<file path="src/rtl/wb_pkg.sv">
// Shared types and constants for the write-back port arbiter.
package wb_pkg;

  localparam int unsigned RD_W             = 6;
  localparam int unsigned ADDR_W           = 5;
  localparam int unsigned DATA_W           = 32;
  localparam int unsigned FLOAT_SEL_BIT    = 5;
  localparam int unsigned LU_DEPTH_DEF     = 2;
  localparam int unsigned STARVE_LIMIT_DEF = 4;

  typedef struct packed {
    logic [RD_W-1:0]   rd;
    logic [DATA_W-1:0] data;
  } wb_req_t;

  // Integer x0 is hardwired; the float file has a real f0.
  function automatic logic is_int_zero(input logic [RD_W-1:0] rd);
    return (rd[FLOAT_SEL_BIT] == 1'b0) && (rd[ADDR_W-1:0] == '0);
  endfunction

endpackage

</file>
<file path="src/rtl/wb_fifo.sv">
// Long-latency result FIFO; a push into a full FIFO is accepted only alongside a pop.
module wb_fifo
  import wb_pkg::*;
#(
  parameter int unsigned DEPTH = LU_DEPTH_DEF
) (
  input  logic    clk,
  input  logic    rst,
  input  logic    push,
  input  wb_req_t din,
  input  logic    pop,
  output wb_req_t head,
  output logic    full,
  output logic    empty
);

  localparam int unsigned PTR_W = (DEPTH > 1) ? $clog2(DEPTH) : 1;
  localparam int unsigned CNT_W = $clog2(DEPTH + 1);

  wb_req_t          mem [DEPTH];
  logic [PTR_W-1:0] wr_ptr;
  logic [PTR_W-1:0] rd_ptr;
  logic [CNT_W-1:0] count;
  logic             do_push;
  logic             do_pop;

  assign full    = (count == CNT_W'(DEPTH));
  assign empty   = (count == '0);
  assign do_pop  = pop && !empty;
  assign do_push = push && (!full || do_pop);
  assign head    = mem[rd_ptr];

  always_ff @(posedge clk) begin
    if (do_push) begin
      mem[wr_ptr] <= din;
    end
  end

  // Pointers wrap naturally because DEPTH is a power of two.
  always_ff @(posedge clk or posedge rst) begin
    if (rst) begin
      wr_ptr <= '0;
      rd_ptr <= '0;
      count  <= '0;
    end else begin
      if (do_push) wr_ptr <= wr_ptr + PTR_W'(1);
      if (do_pop)  rd_ptr <= rd_ptr + PTR_W'(1);
      count <= count + CNT_W'(do_push) - CNT_W'(do_pop);
    end
  end

endmodule

</file>
<file path="src/rtl/wb_port_arbiter.sv">
// Shares the register-file write port between the pipeline and a long-latency unit,
// and tracks outstanding long-latency destinations for decode hazard stalls.
module wb_port_arbiter
  import wb_pkg::*;
#(
  parameter int unsigned LU_DEPTH     = LU_DEPTH_DEF,
  parameter int unsigned STARVE_LIMIT = STARVE_LIMIT_DEF
) (
  input  logic              clk,
  input  logic              rst,
  input  logic              wb_en_wb,
  input  logic              float_wb_en_wb,
  input  logic [RD_W-1:0]   rd_addr_wb,
  input  logic [DATA_W-1:0] wb_data_wb,
  input  logic              lu_valid,
  input  logic [RD_W-1:0]   lu_rd,
  input  logic [DATA_W-1:0] lu_data,
  output logic              lu_ready,
  input  logic              lu_issue,
  input  logic [RD_W-1:0]   lu_issue_rd,
  input  logic [RD_W-1:0]   id_rs1,
  input  logic [RD_W-1:0]   id_rs2,
  input  logic [RD_W-1:0]   id_rs3,
  input  logic [RD_W-1:0]   id_rd,
  output logic              sb_stall,
  output logic              pipe_hold,
  output logic              rf_we,
  output logic              frf_we,
  output logic [ADDR_W-1:0] rf_waddr,
  output logic [DATA_W-1:0] rf_wdata
);

  localparam int unsigned CNT_W = $clog2(STARVE_LIMIT + 1);
  localparam int unsigned NREGS = 1 << RD_W;

  logic             pipe_req;
  logic             sel_pipe;
  logic             sel_fifo;
  logic             sel_byp;
  logic             fifo_full;
  logic             fifo_empty;
  logic             push;
  wb_req_t          fifo_head;
  wb_req_t          lu_req;
  wb_req_t          grant_req;
  logic             clr_en;
  logic [NREGS-1:0] busy;
  logic [NREGS-1:0] busy_nxt;
  logic [CNT_W-1:0] starve_cnt;
  logic [CNT_W-1:0] starve_nxt;

  assign pipe_req = wb_en_wb || float_wb_en_wb;
  assign lu_req   = '{rd: lu_rd, data: lu_data};
  assign lu_ready = !fifo_full;
  // A result arriving during reset is discarded rather than bypassed.
  assign push     = lu_valid && !sel_byp && !rst;

  // Port grant priority: held FIFO, pipeline, FIFO backlog, direct bypass.
  always_comb begin
    sel_pipe = 1'b0;
    sel_fifo = 1'b0;
    sel_byp  = 1'b0;
    if (pipe_hold) begin
      sel_fifo = 1'b1;
    end else if (pipe_req) begin
      sel_pipe = 1'b1;
    end else if (!fifo_empty) begin
      sel_fifo = 1'b1;
    end else if (lu_valid && !rst) begin
      sel_byp = 1'b1;
    end
  end

  always_comb begin
    rf_we     = 1'b0;
    frf_we    = 1'b0;
    rf_waddr  = '0;
    rf_wdata  = '0;
    clr_en    = 1'b0;
    grant_req = sel_fifo ? fifo_head : lu_req;
    if (sel_pipe) begin
      rf_we    = wb_en_wb && !is_int_zero(rd_addr_wb) && !rd_addr_wb[FLOAT_SEL_BIT];
      frf_we   = float_wb_en_wb && rd_addr_wb[FLOAT_SEL_BIT];
      rf_waddr = rd_addr_wb[ADDR_W-1:0];
      rf_wdata = wb_data_wb;
    end else if (sel_fifo || sel_byp) begin
      rf_we    = !grant_req.rd[FLOAT_SEL_BIT] && !is_int_zero(grant_req.rd);
      frf_we   = grant_req.rd[FLOAT_SEL_BIT];
      rf_waddr = grant_req.rd[ADDR_W-1:0];
      rf_wdata = grant_req.data;
      clr_en   = 1'b1;
    end
  end

  wb_fifo #(.DEPTH(LU_DEPTH)) u_fifo (
    .clk   (clk),
    .rst   (rst),
    .push  (push),
    .din   (lu_req),
    .pop   (sel_fifo),
    .head  (fifo_head),
    .full  (fifo_full),
    .empty (fifo_empty)
  );

  // Scoreboard: a new issue overrides a same-cycle retirement of the same rd.
  always_comb begin
    busy_nxt = busy;
    if (clr_en) begin
      busy_nxt[grant_req.rd] = 1'b0;
    end
    if (lu_issue && (lu_issue_rd != '0)) begin
      busy_nxt[lu_issue_rd] = 1'b1;
    end
  end

  assign sb_stall = busy[id_rs1] || busy[id_rs2] || busy[id_rs3] || busy[id_rd];

  // Counts consecutive cycles a waiting FIFO entry loses the port to the pipeline.
  always_comb begin
    starve_nxt = starve_cnt;
    if (fifo_empty || sel_fifo) begin
      starve_nxt = '0;
    end else if (sel_pipe && (starve_cnt != CNT_W'(STARVE_LIMIT))) begin
      starve_nxt = starve_cnt + CNT_W'(1);
    end
  end

  always_ff @(posedge clk or posedge rst) begin
    if (rst) begin
      busy       <= '0;
      starve_cnt <= '0;
      pipe_hold  <= 1'b0;
    end else begin
      busy       <= busy_nxt;
      starve_cnt <= starve_nxt;
      pipe_hold  <= (starve_nxt == CNT_W'(STARVE_LIMIT));
    end
  end

endmodule

</file>
<file path="config.mk">
export PLATFORM = sky130hd
export DESIGN_NAME = wb_port_arbiter
export DESIGN_NICKNAME = d
export VERILOG_FILES = /design/src/rtl/wb_pkg.sv /design/src/rtl/wb_fifo.sv /design/src/rtl/wb_port_arbiter.sv
export SDC_FILE = /design/constraint.sdc
export NUM_CORES = 1
export LEC_CHECK = 0
export CAP_MARGIN = 20
export CORE_UTILIZATION = 50
export CTS_CLUSTER_SIZE = 30
export DETAILED_ROUTE_END_ITERATION = 8
export PLACE_DENSITY_LB_ADDON = 0.3
export SETUP_SLACK_MARGIN = 0.3
export SYNTH_ARGS = -nofsm -noshare
export SYNTH_HDL_FRONTEND = slang
export SYNTH_SLANG_ARGS = --single-unit
</file>
<file path="constraint.sdc">
create_clock -name clk -period 4.8 [get_ports clk]
set_clock_uncertainty 0.2 [all_clocks]
set_input_delay 1.44 -clock clk [delete_from_list [all_inputs] [get_ports clk]]
set_output_delay 1.44 -clock clk [all_outputs]
set_load 0.05 [all_outputs]
</file>
==> reports/results.ini <==
[cts]
cts_buffer_depth=2
clock-sinks=148
clock_latency_ns=0.42
h-tree-depth=4
cts_hold_buf=0
cts_tree=done
cts.reportedPaths.clkPinSlew_ns=0.06
clockRootBuffer=clkbuf_16
cts_buffers=17

[die]
ioPinCount=154
core_sq_um=17400
die_area_sq_um=18400
core.rowCount=48
dieWidth_um=136
die_h_um=136
start_util=0.515

[worst_setup_path]
required_ns=3.16
start_kind=input pin
cp.arrival_ns=3.39
critical_path_class=input pin to output port
path_cells=buf_6, buf_6, buf_4, mux4_2, nand2_1, a21oi_2, or4_4, nor4_4, nand4_1, buf_6
path_max_fanout=5
crit_top_cell=buf_6
cp-end-kind=output port
cpPeakStageDelay_ns=0.53
slowest_stage=or4_4
timing.critical_path.buf_inv=4
critical-path-top-delay-family=simple AND/OR/NAND/NOR gates
ff2ff_setup_slack_ns=1.01

[placement]
post-place-cells=1197
globalplace.congestion=0.966
place_hpwl_mm=20.0
port_buffers=153

[sta]
finalCritPeriodShare=1.05
clock.fmax_mhz=199
setup_slack_ns=-0.230
worst_slew_pin_slew_ns=0.746
slew_headroom=0.499
rsz0062_at_grt=true
period_needed_ns=5.03
final_hold_viol_count=0
setup_viol=1
slew_violations=0

[yosys]
synth_cells=803
synthArstFlopShare=0.486
synth_area_sq_um=8940
avgSynthCellArea_sq_um=11.1
synth_edf_count=76
synth_warnings=0
ys_seq_area_frac=0.457
syn_nets=919
ys.flop_type=edfxtp_1
synthDistinctLibCells=60
synth_seq_cells=148

[run_status]
failed_checks=design-rule violations, negative setup slack
outcome=finished with violations

[cells_and_area]
post_layout_nonfiller_instances=1260
postLayoutCoreUtil=0.732
seq_area_sq_um=4090
area_delta_synth_final_pct=42.2
fillCellCount=1196
final_nets=1139
multi_input_area_sq_um=4880
diodes=0
drive_gt1_frac=0.316

[power]
p_total_mw=6.11
p_leak_nw=4.91
vdd_drop_max_uv=385
powerDensity_nw_per_um2=481

[routing]
ant_nets=0
wirelength_mm=28.9
firstDrtPassIters=9
vias=8170
wire_per_inst_um=22.9
via_per_inst=6.48
drc=1
drt_iter0_markers=849

[worst_hold_path]
hold_path.class=flip-flop to flip-flop

[global_routing]
gr-usage-all-layers=0.324
grt_max_degree=72
grt_pass1_wl_mm=44.7
grt_pass1_vias=8149
antenna_found_initial=0
gr-total-overflow=0

[flow_run]
maxCapViolCount=0

-- synthesized netlist by cell type, types with 10 or more instances --
master | count | area share
o21ai_1 | 18 | 0.010
nand3b_1 | 12 | 0.010
nand2_1 | 35 | 0.015
nand3_1 | 26 | 0.015
nor2b_1 | 12 | 0.0084
buf_2 | 20 | 0.011
edfxtp_1 | 76 | 0.26
a21oi_1 | 45 | 0.025
nor2_1 | 84 | 0.035
mux4_2 | 55 | 0.14
a31oi_1 | 34 | 0.024
nand4_1 | 10 | 0.0070
mux2i_1 | 63 | 0.071
nor3_1 | 14 | 0.0078
o21ai_0 | 87 | 0.049
dfrtp_1 | 72 | 0.20
o2bb2ai_1 | 15 | 0.015
clkbuf_1 | 29 | 0.012
-- layer usage --
metal / GRT usage / vias up / share of wire
li1: - / 3566 / -
met1: 0.407 / 4014 / 0.38
met2: 0.538 / 481 / 0.49
met3: 0.0726 / 109 / 0.089
met4: 0.141 / 0 / 0.040
met5: 0 / - / 0
-- state kept, by name, summed over array words and instances, names as in the netlist --
signal         cells
u_fifo.count       2
busy              64
pipe_hold          1
u_fifo.wr_ptr      1
starve_cnt         3
u_fifo.mem        76
u_fifo.rd_ptr      1
-- report_power, final --
group          internal [mW]  switching (mW)
logic                   1.32            1.51
clock network          0.758           0.520
registers               1.61           0.393
total                   3.69            2.42
-- through the flow --
step / setup slack, ns / cell area, sq um / setup TNS, ns / hold slack [ns]
after detailed placement: -0.767 / 11600 / -1.30 / 0.345
after global routing: -0.312 / 12700 / -0.312 / 0.391
final: -0.230 / 12700 / -0.230 / 0.353
after floorplan: -0.307 / 9120 / -0.353 / 0.260
after global placement: -0.727 / 11600 / -1.38 / 0.330
after CTS: -0.337 / 12600 / -0.337 / 0.356
-- cell families (layout without fill, tap and decap cells) --
| group | after synthesis | count (layout) | synth area share |
|---|---|---|---|
| flip-flops | 148 | 148 | 0.457 |
| AND/OR/NAND/NOR | 223 | 223 | 0.124 |
| XOR/XNOR | 6 | 6 | 0.00588 |
| buffers and inverters | 68 | 300 | 0.0343 |
| multiplexers | 127 | 127 | 0.224 |
| adder cells (fa/ha/maj) | 4 | 4 | 0.00560 |
| AO/OA/AOI/OAI | 227 | 227 | 0.150 |
-- final cells by class --
cell class,count,share of cell area
Clock inverter,14,0.0107
Sequential cell,148,0.321
Clock buffer,17,0.0335
Timing Repair Buffer,262,0.226
Multi-Input combinational cell,587,0.384
Inverter,7,0.00207
Tap cell,225,0.0221
-- path summary, 6_finish.rpt --
kind / start / endpoint / cells past startpoint
worst min register to register: u_fifo.wr_ptr / u_fifo.wr_ptr / 1
worst max register to register: pipe_hold / busy[59] / 18
worst min-delay path: u_fifo.wr_ptr / u_fifo.wr_ptr / 1
max in group asynchronous: rst / busy[11] / 3
worst max-delay path: id_rs1[0] / sb_stall / 10
min in group asynchronous: rst / u_fifo.count[0] / 2
-- timing repair --
action / CTS / global route
buffers inserted: 24 / 6
cloned: 2 / 0
pin swaps: 21 / 17
setup endpoints to repair: 40 / 42
gates resized for setup: 77 / 41
-- placed cells by master, fill, tap and decap left out, drive strengths merged, types with 5 or more instances in the layout --
cell type	instances
nor2	85
mux2i	63
nor2b	12
inv	10
nand2	35
clkbuf	20
dlygate4sd2	10
o21ai	106
mux2	7
dfrtp	72
mux4	57
clkinv	6
a21oi	46
edfxtp	76
nand3b	12
nor3	15
buf	156
clkdlybuf4s50	89
nor3b	5
o2bb2ai	15
nand4	10
a31oi	34
nand3	26
xnor2	5
(Power assumes the default switching activity.)
